<file path="config.mk">
export PLATFORM = sky130hd
export DESIGN_NAME = hazard_scoreboard
export DESIGN_NICKNAME = d
export VERILOG_FILES = /design/src/rtl/hazard_pkg.sv /design/src/rtl/hazard_sb_counter.sv /design/src/rtl/hazard_scoreboard.sv
export SDC_FILE = /design/constraint.sdc
export NUM_CORES = 1
export LEC_CHECK = 0
export ABC_AREA = 1
export CAP_MARGIN = 10
export CORE_ASPECT_RATIO = 0.8
export CORE_MARGIN = 4
export CORE_UTILIZATION = 55
export DETAILED_ROUTE_END_ITERATION = 8
export PLACE_DENSITY = 0.89
export SKIP_CTS_REPAIR_TIMING = 1
export SYNTH_ARGS = -nofsm -noshare
export SYNTH_HDL_FRONTEND = slang
export SYNTH_SLANG_ARGS = --single-unit
</file>
<file path="constraint.sdc">
create_clock -name clk -period 2.9 [get_ports clk]
set_input_delay 0.435 -clock clk [delete_from_list [all_inputs] [get_ports clk]]
set_output_delay 0.435 -clock clk [all_outputs]
set_load 0.02 [all_outputs]
</file>
<file path="src/rtl/hazard_pkg.sv">
// Shared definitions for the pipeline hazard scoreboard.
//   - Latency-class encodings carried by the ID-stage instruction.
//   - lat_cycles(): maps a latency class to the number of cycles a
//     dependent instruction must wait before its operand is forwardable.
package hazard_pkg;

  localparam logic [1:0] LAT_ALU    = 2'd0;
  localparam logic [1:0] LAT_LOAD   = 2'd1;
  localparam logic [1:0] LAT_MULDIV = 2'd2;
  localparam logic [1:0] LAT_RSVD   = 2'd3;

  // The reserved class behaves exactly like ALU: result ready for the
  // next instruction with no wait.
  function automatic int unsigned lat_cycles(input logic [1:0]  cls,
                                             input int unsigned load_lat,
                                             input int unsigned md_lat);
    int unsigned l;
    case (cls)
      LAT_LOAD:   l = load_lat;
      LAT_MULDIV: l = md_lat;
      default:    l = 0;
    endcase
    return l;
  endfunction

endpackage

</file>
<file path="src/rtl/hazard_sb_counter.sv">
// Single scoreboard down-counter.
//   clk, rst : clock, asynchronous active-high reset (clears to 0)
//   load     : load load_val this cycle (wins over the decrement)
//   load_val : value to load
//   cnt      : current count
//   nz       : cnt != 0
// The counter decrements by one each cycle while nonzero and stops at 0,
// so it can never wrap.
module hazard_sb_counter #(
  parameter int W = 2
) (
  input  logic         clk,
  input  logic         rst,
  input  logic         load,
  input  logic [W-1:0] load_val,
  output logic [W-1:0] cnt,
  output logic         nz
);

  assign nz = |cnt;

  always_ff @(posedge clk or posedge rst) begin
    if (rst) begin
      cnt <= '0;
    end else if (load) begin
      cnt <= load_val;
    end else if (nz) begin
      cnt <= cnt - W'(1);
    end
  end

endmodule

</file>
<file path="src/rtl/hazard_scoreboard.sv">
// Per-register countdown hazard unit for the in-order pipeline, sitting
// beside ID. Each architectural register (x1..NUM_REGS-1) has a counter of
// cycles until its pending result is forwardable; a separate counter
// tracks the busy, non-pipelined mul/div unit.
//
// Ports:
//   clk, rst                      clock, asynchronous active-high reset
//   id_valid                      valid instruction in ID
//   id_rs1/id_rs2, *_used         source registers and whether they are read
//   id_rd, id_reg_write           destination register and write enable
//   id_lat_class                  0=ALU 1=LOAD 2=MULDIV 3=reserved (as ALU)
//   branch_taken                  taken branch/jump resolved in EX
//   stall                         hold PC and IF/ID
//   flush_if_id                   squash IF/ID
//   flush_id_ex                   insert bubble into ID/EX
//   issue                         ID instruction advances to EX
//   stall_count                   saturating count of stall cycles
//
// All control outputs are combinational from the inputs and the current
// scoreboard; state updates on the rising clock edge.
module hazard_scoreboard
  import hazard_pkg::*;
#(
  parameter int NUM_REGS = 32,
  parameter int LOAD_LAT = 1,
  parameter int MD_LAT   = 3,
  parameter int CNT_W    = 16
) (
  input  logic             clk,
  input  logic             rst,
  input  logic             id_valid,
  input  logic [4:0]       id_rs1,
  input  logic [4:0]       id_rs2,
  input  logic             id_rs1_used,
  input  logic             id_rs2_used,
  input  logic [4:0]       id_rd,
  input  logic             id_reg_write,
  input  logic [1:0]       id_lat_class,
  input  logic             branch_taken,
  output logic             stall,
  output logic             flush_if_id,
  output logic             flush_id_ex,
  output logic             issue,
  output logic [CNT_W-1:0] stall_count
);

  localparam int MAX_LAT = (LOAD_LAT > MD_LAT) ? LOAD_LAT : MD_LAT;
  localparam int CW_RAW  = $clog2(MAX_LAT + 1);
  localparam int CW      = (CW_RAW < 1) ? 1 : CW_RAW;

  logic [CW-1:0]       cnt [NUM_REGS];
  logic [NUM_REGS-1:0] nz;
  logic [CW-1:0]       md_cnt;
  logic                md_nz;
  logic [CW-1:0]       lat_id;
  logic                raw, waw, struct_hz, hz;
  logic                rd_load, md_load;

  assign lat_id = CW'(lat_cycles(id_lat_class, LOAD_LAT, MD_LAT));

  // x0 is hardwired to zero: never tracked, never a hazard.
  assign cnt[0] = '0;
  assign nz[0]  = 1'b0;

  assign rd_load = issue & id_reg_write & (id_rd != 5'd0);
  assign md_load = issue & (id_lat_class == LAT_MULDIV);

  for (genvar r = 1; r < NUM_REGS; r++) begin : g_reg
    hazard_sb_counter #(.W(CW)) u_cnt (
      .clk      (clk),
      .rst      (rst),
      .load     (rd_load && (id_rd == 5'(r))),
      .load_val (lat_id),
      .cnt      (cnt[r]),
      .nz       (nz[r])
    );
  end

  hazard_sb_counter #(.W(CW)) u_md_cnt (
    .clk      (clk),
    .rst      (rst),
    .load     (md_load),
    .load_val (CW'(MD_LAT)),
    .cnt      (md_cnt),
    .nz       (md_nz)
  );

  assign raw = (id_rs1_used & (id_rs1 != 5'd0) & nz[id_rs1])
             | (id_rs2_used & (id_rs2 != 5'd0) & nz[id_rs2]);

  // A younger write with a shorter latency must not retire before an
  // older pending write to the same register.
  assign waw = id_reg_write & (id_rd != 5'd0) & (cnt[id_rd] > lat_id);

  // The mul/div unit is not pipelined; a new MULDIV waits for md_cnt==0.
  assign struct_hz = (id_lat_class == LAT_MULDIV) & md_nz;

  assign hz = id_valid & (raw | waw | struct_hz);

  // A taken branch is older than ID, so it squashes ID and IF without
  // touching any scoreboard entry.
  always_comb begin
    stall       = 1'b0;
    flush_if_id = 1'b0;
    flush_id_ex = 1'b0;
    issue       = 1'b0;
    if (branch_taken) begin
      flush_if_id = 1'b1;
      flush_id_ex = 1'b1;
    end else begin
      stall       = hz;
      flush_id_ex = hz;
      issue       = id_valid & ~hz;
    end
  end

  always_ff @(posedge clk or posedge rst) begin
    if (rst) begin
      stall_count <= '0;
    end else if (stall && (stall_count != {CNT_W{1'b1}})) begin
      stall_count <= stall_count + CNT_W'(1);
    end
  end

endmodule

</file>
; Word level (Yosys, flattened, before mapping)
; Cells that the tools add are included.
[totals]
reg_bits = 80
inputBits = 24
output_inout_bits = 20
wordCells = 296
[op_classes]
addsub = 33
magnitude_cmp = 4
eq_ne = 34
n_mux = 76
n_bitwise = 17
reduce_logical = 99
[ops]
columns = op, n
row1 = 2-bit two-way mux, 66
row2 = "5-bit equality test, second input constant", 16
row3 = 2-bit nonzero test, 32
row4 = 2-bit OR reduction, 32
row5 = "2-bit by 1-bit subtractor with 2-bit output, second input constant", 32
row6 = "5-bit by 4-bit equality test with 1-bit output, second input constant", 8
row7 = 1-bit logical AND, 32
row8 = "5-bit by 3-bit equality test with 1-bit output, second input constant", 4
row9 = "16-bit by 1-bit adder with 16-bit output, second input constant", 1
row10 = "16-bit != test, second input constant", 1
row11 = 5-bit nonzero test, 3
row12 = 1-bit bitwise AND, 12
row13 = "5-bit by 6-bit < comparator with 1-bit output, second input constant", 2
row14 = 1-bit binary-select mux with 5-bit select, 2
row15 = 2-bit binary-select mux with 5-bit select, 1
row16 = "5-bit by 2-bit equality test with 1-bit output, second input constant", 2
row17 = "6-bit >= comparator, second input constant", 1
row18 = 1-bit two-way mux, 6
row19 = 5-bit NOT with 6-bit output, 1
row20 = "5-bit by 1-bit equality test with 1-bit output, second input constant", 1
row21 = 2-bit one-hot mux with 2 select lines, 1
row22 = 1-bit OR, 3
row23 = "2-bit by 1-bit equality test with 1-bit output, second input constant", 1
row24 = "2-bit equality test, second input constant", 1
row25 = 2 further kinds, 2

; Logic depth before layout (Yosys ltp)
[depth]
word_depth = 16
ltp_mapped = 21
mapped_depth_nobuf = 20

; By module
; A second synthesis with hierarchy kept.
[unflattened]
hier_cells = 1077
hier_area_um2 = 6663.9
[modules_own_cells]
columns = mod, n_inst, cells_per_inst, area_each_um2, seq_area_each_um2
row1 = hazard_sb_counter, 32, 19, 126.4, 50.0
row2 = hazard_scoreboard, 1, 469, 2620.0, 400.4

; Worst setup path after synthesis
; Ideal clock, no wire load.
[synth_path]
kind = input to output
from = in id_rd[1]
to = out issue
t_arrival_ns = 2.715
required_ns = 2.465
setup_slack_ns = -0.250
stages = 16
path_buffers = 3
path_cell_list = nor2_1 > inv_1 > clkbuf_1 > clkbuf_1 > o22ai_1 > o21ai_0 > a41oi_1 > ha_1 > inv_1 > nor2_1 > o21ai_0 > nor2_1 > a21oi_2 > nand3_2 > nor2_4 > buf_6
[synth_between]
elab_chain_cells = 12
elab_cells_between_ends = 14
cone_classes = order compare (1) / mux (4) / bitwise (8) / reduce/logical (1)
[synth_rtl]
columns = item, line
row1 = from (decl), hazard_scoreboard.sv:36  ; input logic [4:0] id_rd,
row2 = 5-bit NOT with 6-bit output (not written as such), hazard_scoreboard.sv:93  ; assign waw = id_reg_write & (id_rd != 5'd0) & (cnt[id_rd] > lat_id);
row3 = 2-bit binary-select mux with 5-bit select, hazard_scoreboard.sv:93
row4 = 2-bit two-way mux (not written as such) (2 in series), hazard_scoreboard.sv:93
row5 = 2-bit > comparator, hazard_scoreboard.sv:93
row6 = 1-bit bitwise AND *, hazard_scoreboard.sv:93
row7 = 1-bit OR * (2 in series), hazard_scoreboard.sv:98  ; assign hz = id_valid & (raw | waw | struct_hz);
row8 = 1-bit bitwise AND *, hazard_scoreboard.sv:98
row9 = 1-bit NOT *, hazard_scoreboard.sv:113  ; issue = id_valid & ~hz;
row10 = 1-bit bitwise AND *, hazard_scoreboard.sv:113
row11 = 1-bit two-way mux *, hazard_scoreboard.sv:107  ; if (branch_taken) begin
row12 = to (decl), hazard_scoreboard.sv:43  ; output logic issue,
; Every way passes the cells marked *; elsewhere a longest branch is shown, timed or not. The select of a mux whose other input is x is not followed.

; Worst setup path after layout
[layout_path]
from = reg g_reg[23].u_cnt.cnt[1]
to = out flush_id_ex
[layout_between]
elab_chain_cells = 9
elab_cells_between_ends = 17
cone_classes = order compare (1) / mux (8) / bitwise (7) / reduce/logical (1)
[layout_rtl]
columns = item, line
row1 = from (decl), hazard_sb_counter.sv:16  ; output logic [W-1:0] cnt,
row2 = from (signal assigned), hazard_sb_counter.sv:26  ; cnt <= load_val;
row3 = from (signal assigned), hazard_sb_counter.sv:28  ; cnt <= cnt - W'(1);
row4 = 2-bit binary-select mux with 5-bit select / 2-bit OR reduction (equally long branches), "hazard_scoreboard.sv:93, hazard_sb_counter.sv:20"
row5 = "2-bit two-way mux (not written as such), or another cell as far along (2 in series)", hazard_scoreboard.sv:93
row6 = "2-bit > comparator, or another cell as far along", hazard_scoreboard.sv:93
row7 = 1-bit bitwise AND / 1-bit OR (equally long branches), "hazard_scoreboard.sv:93, hazard_scoreboard.sv:89"
row8 = 1-bit OR * (2 in series), hazard_scoreboard.sv:98
row9 = 1-bit bitwise AND *, hazard_scoreboard.sv:98
row10 = 1-bit two-way mux *, hazard_scoreboard.sv:107
row11 = to (decl), hazard_scoreboard.sv:42  ; output logic flush_id_ex,
; Marks and branches as above.

==> results.sh <==
export IMPL_clock_latency_ns=0.35
export IMPL_synth_edf_count=0
export IMPL_cap_violations=0
export IMPL_skew_ns=0.00637
export IMPL_path_clk_slew_ns=0.07
export IMPL_rsz0062_at_grt="yes"
export IMPL_antenna_found_initial=0
export IMPL_worst_pin_slew_ns=0.534
export IMPL_drt_wl_total_um=22500
export IMPL_num_vias=7485
export IMPL_fmax_ghz=0.324
export IMPL_cts_root_buf="clkbuf_16"
export IMPL_arrival_ns=2.66
export IMPL_slew_viol_final=0
export IMPL_area_growth_pct=28.4
export IMPL_ant_nets=0
export IMPL_synth_warnings=0
export IMPL_timing_slew_headroom=0.643
export IMPL_leakagePower_uw=0.00432
export IMPL_cts_tree="done"
export IMPL_ys_ff_latch=80
export IMPL_hold_viol=0
export IMPL_cts_made_buffers=9
export IMPL_seqPwrFrac=0.253
export IMPL_routedWlPerCell_um=18.0
export IMPL_end_kind="primary output"
export IMPL_die_area_um2=13900
export IMPL_synth_cell_area_um2=6620
export IMPL_fin_nets=1155
export IMPL_dr_pass1_iters=7
export IMPL_syn_area_per_cell_um2=6.80
export IMPL_ctsHtreeMaxLevel=3
export IMPL_p_int_uw=4430
export IMPL_fin_hold_ws_ns=0.358
export IMPL_core_area_um2=11600
export IMPL_crit_chain="inv_2, o22ai_1, o21ai_1, nand4_1, nor2_1, a41oi_2, ha_1, inv_2, nor2_2, o21ai_2, nor2_2, a21oi_2, nand3_2, a21o_1, buf_6"
export IMPL_fin_util=0.730
export IMPL_final_cell_mix="nand2_1, inv_1, buf_4, nand3_1, dfrtp_1"
export IMPL_ys_types=38
export IMPL_dp_hpwl_um=15000
export IMPL_die_y_um=106
export IMPL_fillers=843
export IMPL_cellPowerDensity_nw_per_um2=931
export IMPL_cpMaxStageDelayCell="dfrtp_1"
export IMPL_layout_commonest_cell="nand2_1"
export IMPL_async_flop_share=1.00
export IMPL_grt_pass1_vias=6915
export IMPL_setup_slack_ns=-0.191
export IMPL_ios=44
export IMPL_grt_max_degree=64
export IMPL_grt_pass1_wl_um=33800
export IMPL_grt_overflow=0
export IMPL_initial_core_util=0.568
export IMPL_peakVddDrop_uv=387
export IMPL_layout_drive_gt1_share=0.175
export IMPL_ys_seq_area_frac=0.302
export IMPL_regArea_um2=2000
export IMPL_critPathRequiredTime_ns=2.47
export IMPL_row_count=35
export IMPL_place_congestion=1.03
export IMPL_netSwitchingPower_uw=3490
export IMPL_status="complete, but fails checks"
export IMPL_synthTopCellsByArea="dfrtp_1, nand2_1, inv_1, ha_1, nand4_1"
export IMPL_drc=0
export IMPL_grt_usage=0.305
export IMPL_clockBufferDepth=2
export IMPL_ys_flop_type="dfrtp_1"
export IMPL_diodes=0
export IMPL_hold_class="in -> async"
export IMPL_critPathMaxStageDelay_ns=0.39
export IMPL_synth_largest_area_cell="dfrtp_1"
export IMPL_p_comb_frac=0.592
export IMPL_portBuffers=43
export IMPL_via_per_inst=6.00
export IMPL_fin_crit_sh=1.07
export IMPL_drt_iter0_markers=1100
export IMPL_crit_type="reg -> out"
export IMPL_clkPwrFrac=0.154
export IMPL_startpoint_type="register"
export IMPL_finalSetupViolCount=63
export IMPL_multi_input_area_um2=3860
export IMPL_cp_max_fo=3
export IMPL_period_minus_slack_ns=3.09
export IMPL_clkSinkCount=80
export IMPL_synth_top_area_share=0.302
export IMPL_syn_num_nets=1034
export IMPL_die_w_um=131
export IMPL_switching_share=0.441
export IMPL_syn_inst=973
export IMPL_violations="negative setup slack"
[power groups by stage]
| stage | clock network, µW | logic [µW] | registers [µW] |
|---|---|---|---|
| 3_5_place_dp | 0 | 4320 | 1990 |
| 5_1_grt | 1280 | 5260 | 2060 |
| 4_1_cts | 1220 | 4410 | 1980 |
| 6_report | 1220 | 4690 | 2010 |
| 3_3_place_gp | 0 | 4130 | 1970 |
| 2_1_floorplan | 0 | 2920 | 1960 |
[flip-flops by register name, indices dropped and copies added, names as in the netlist]
| signal | cells |
|---|---|
| u_md_cnt.cnt | 2 |
| stall_count | 16 |
| g.u_cnt.cnt | 62 |
[metrics by stage]
step                      setup WS [ns]  power, µW  TNS (ns)  cells  instance area (µm²)
final                            -0.191       7920     -8.59   1247                 8500
after floorplan                  0.0151       4880         0    973                 6650
after global routing             -0.373       8600    -20.57   1247                 8500
after global placement            -1.13       6090    -66.72   1213                 7800
after CTS                         -1.16       7610    -42.45   1229                 8110
after detailed placement          -1.15       6320    -70.04   1213                 7800
[logic make-up (layout without fill, tap and decap cells)]
family,Yosys count,in the layout,share of synthesized area
fa+ha+maj,37,37,0.0699
compound gates,100,100,0.0873
flops,80,80,0.302
xor+xnor,45,45,0.0595
simple gates,497,498,0.344
mux,2,2,0.00340
buf+inv,212,337,0.133
[critical path, delay by kind of cell (launching register included)]
family	cells	cell delay [ns]
AOI/OAI and AO/OA	6	0.82
adders and majority gates	1	0.34
buffers and inverters	3	0.28
DFF	1	0.39
and+or+nand+nor	5	0.47
[final timing paths]
path,end,slack [ns],from,cells after the start
min in group clk,stall_count[0],0.55,stall_count[0],1
max,flush_id_ex,-0.19,g_reg[23].u_cnt.cnt[1],15
max reg2reg,g_reg[29].u_cnt.cnt[0],-0.19,g_reg[23].u_cnt.cnt[1],20
min,stall_count[3],0.36,rst,2
min reg2reg,stall_count[0],0.55,stall_count[0],1
max in group asynchronous,g_reg[2].u_cnt.cnt[1],1.88,rst,3
[synth_stat cells (2+ instances only)]
| library cell | count |
|---|---|
| nand2_1 | 280 |
| inv_1 | 161 |
| dfrtp_1 | 80 |
| nand3_1 | 80 |
| nand4_1 | 73 |
| o21ai_0 | 51 |
| nor2_1 | 38 |
| xnor2_1 | 38 |
| ha_1 | 37 |
| o22ai_1 | 31 |
| clkbuf_1 | 22 |
| buf_2 | 9 |
| nor3_1 | 9 |
| buf_6 | 8 |
| o211ai_1 | 8 |
| xor2_1 | 7 |
| nand4_2 | 6 |
| buf_1 | 4 |
| nor2_4 | 4 |
| a21oi_1 | 3 |
| buf_4 | 3 |
| inv_2 | 3 |
| mux2_2 | 2 |
| nand3_2 | 2 |
[per-layer routing]
metal  vias up  track usage  routed length (µm)
li1       3426            -                   -
met1      3455        0.418                8940
met2       507        0.474               10200
met3        97       0.0578                2490
met4         0        0.121                 827
met5         -            0                   0
[area by class of cell]
| cell class | count | area share |
|---|---|---|
| clock inverter | 5 | 0.00751 |
| sequential | 80 | 0.236 |
| timing repair inverter | 1 | 0.000883 |
| tap | 148 | 0.0218 |
| clock buffer | 11 | 0.0297 |
| multi-input combinational | 682 | 0.455 |
| timing repair buffer | 154 | 0.175 |
| inverter | 166 | 0.0746 |
Power figures use the tool's default switching activity.
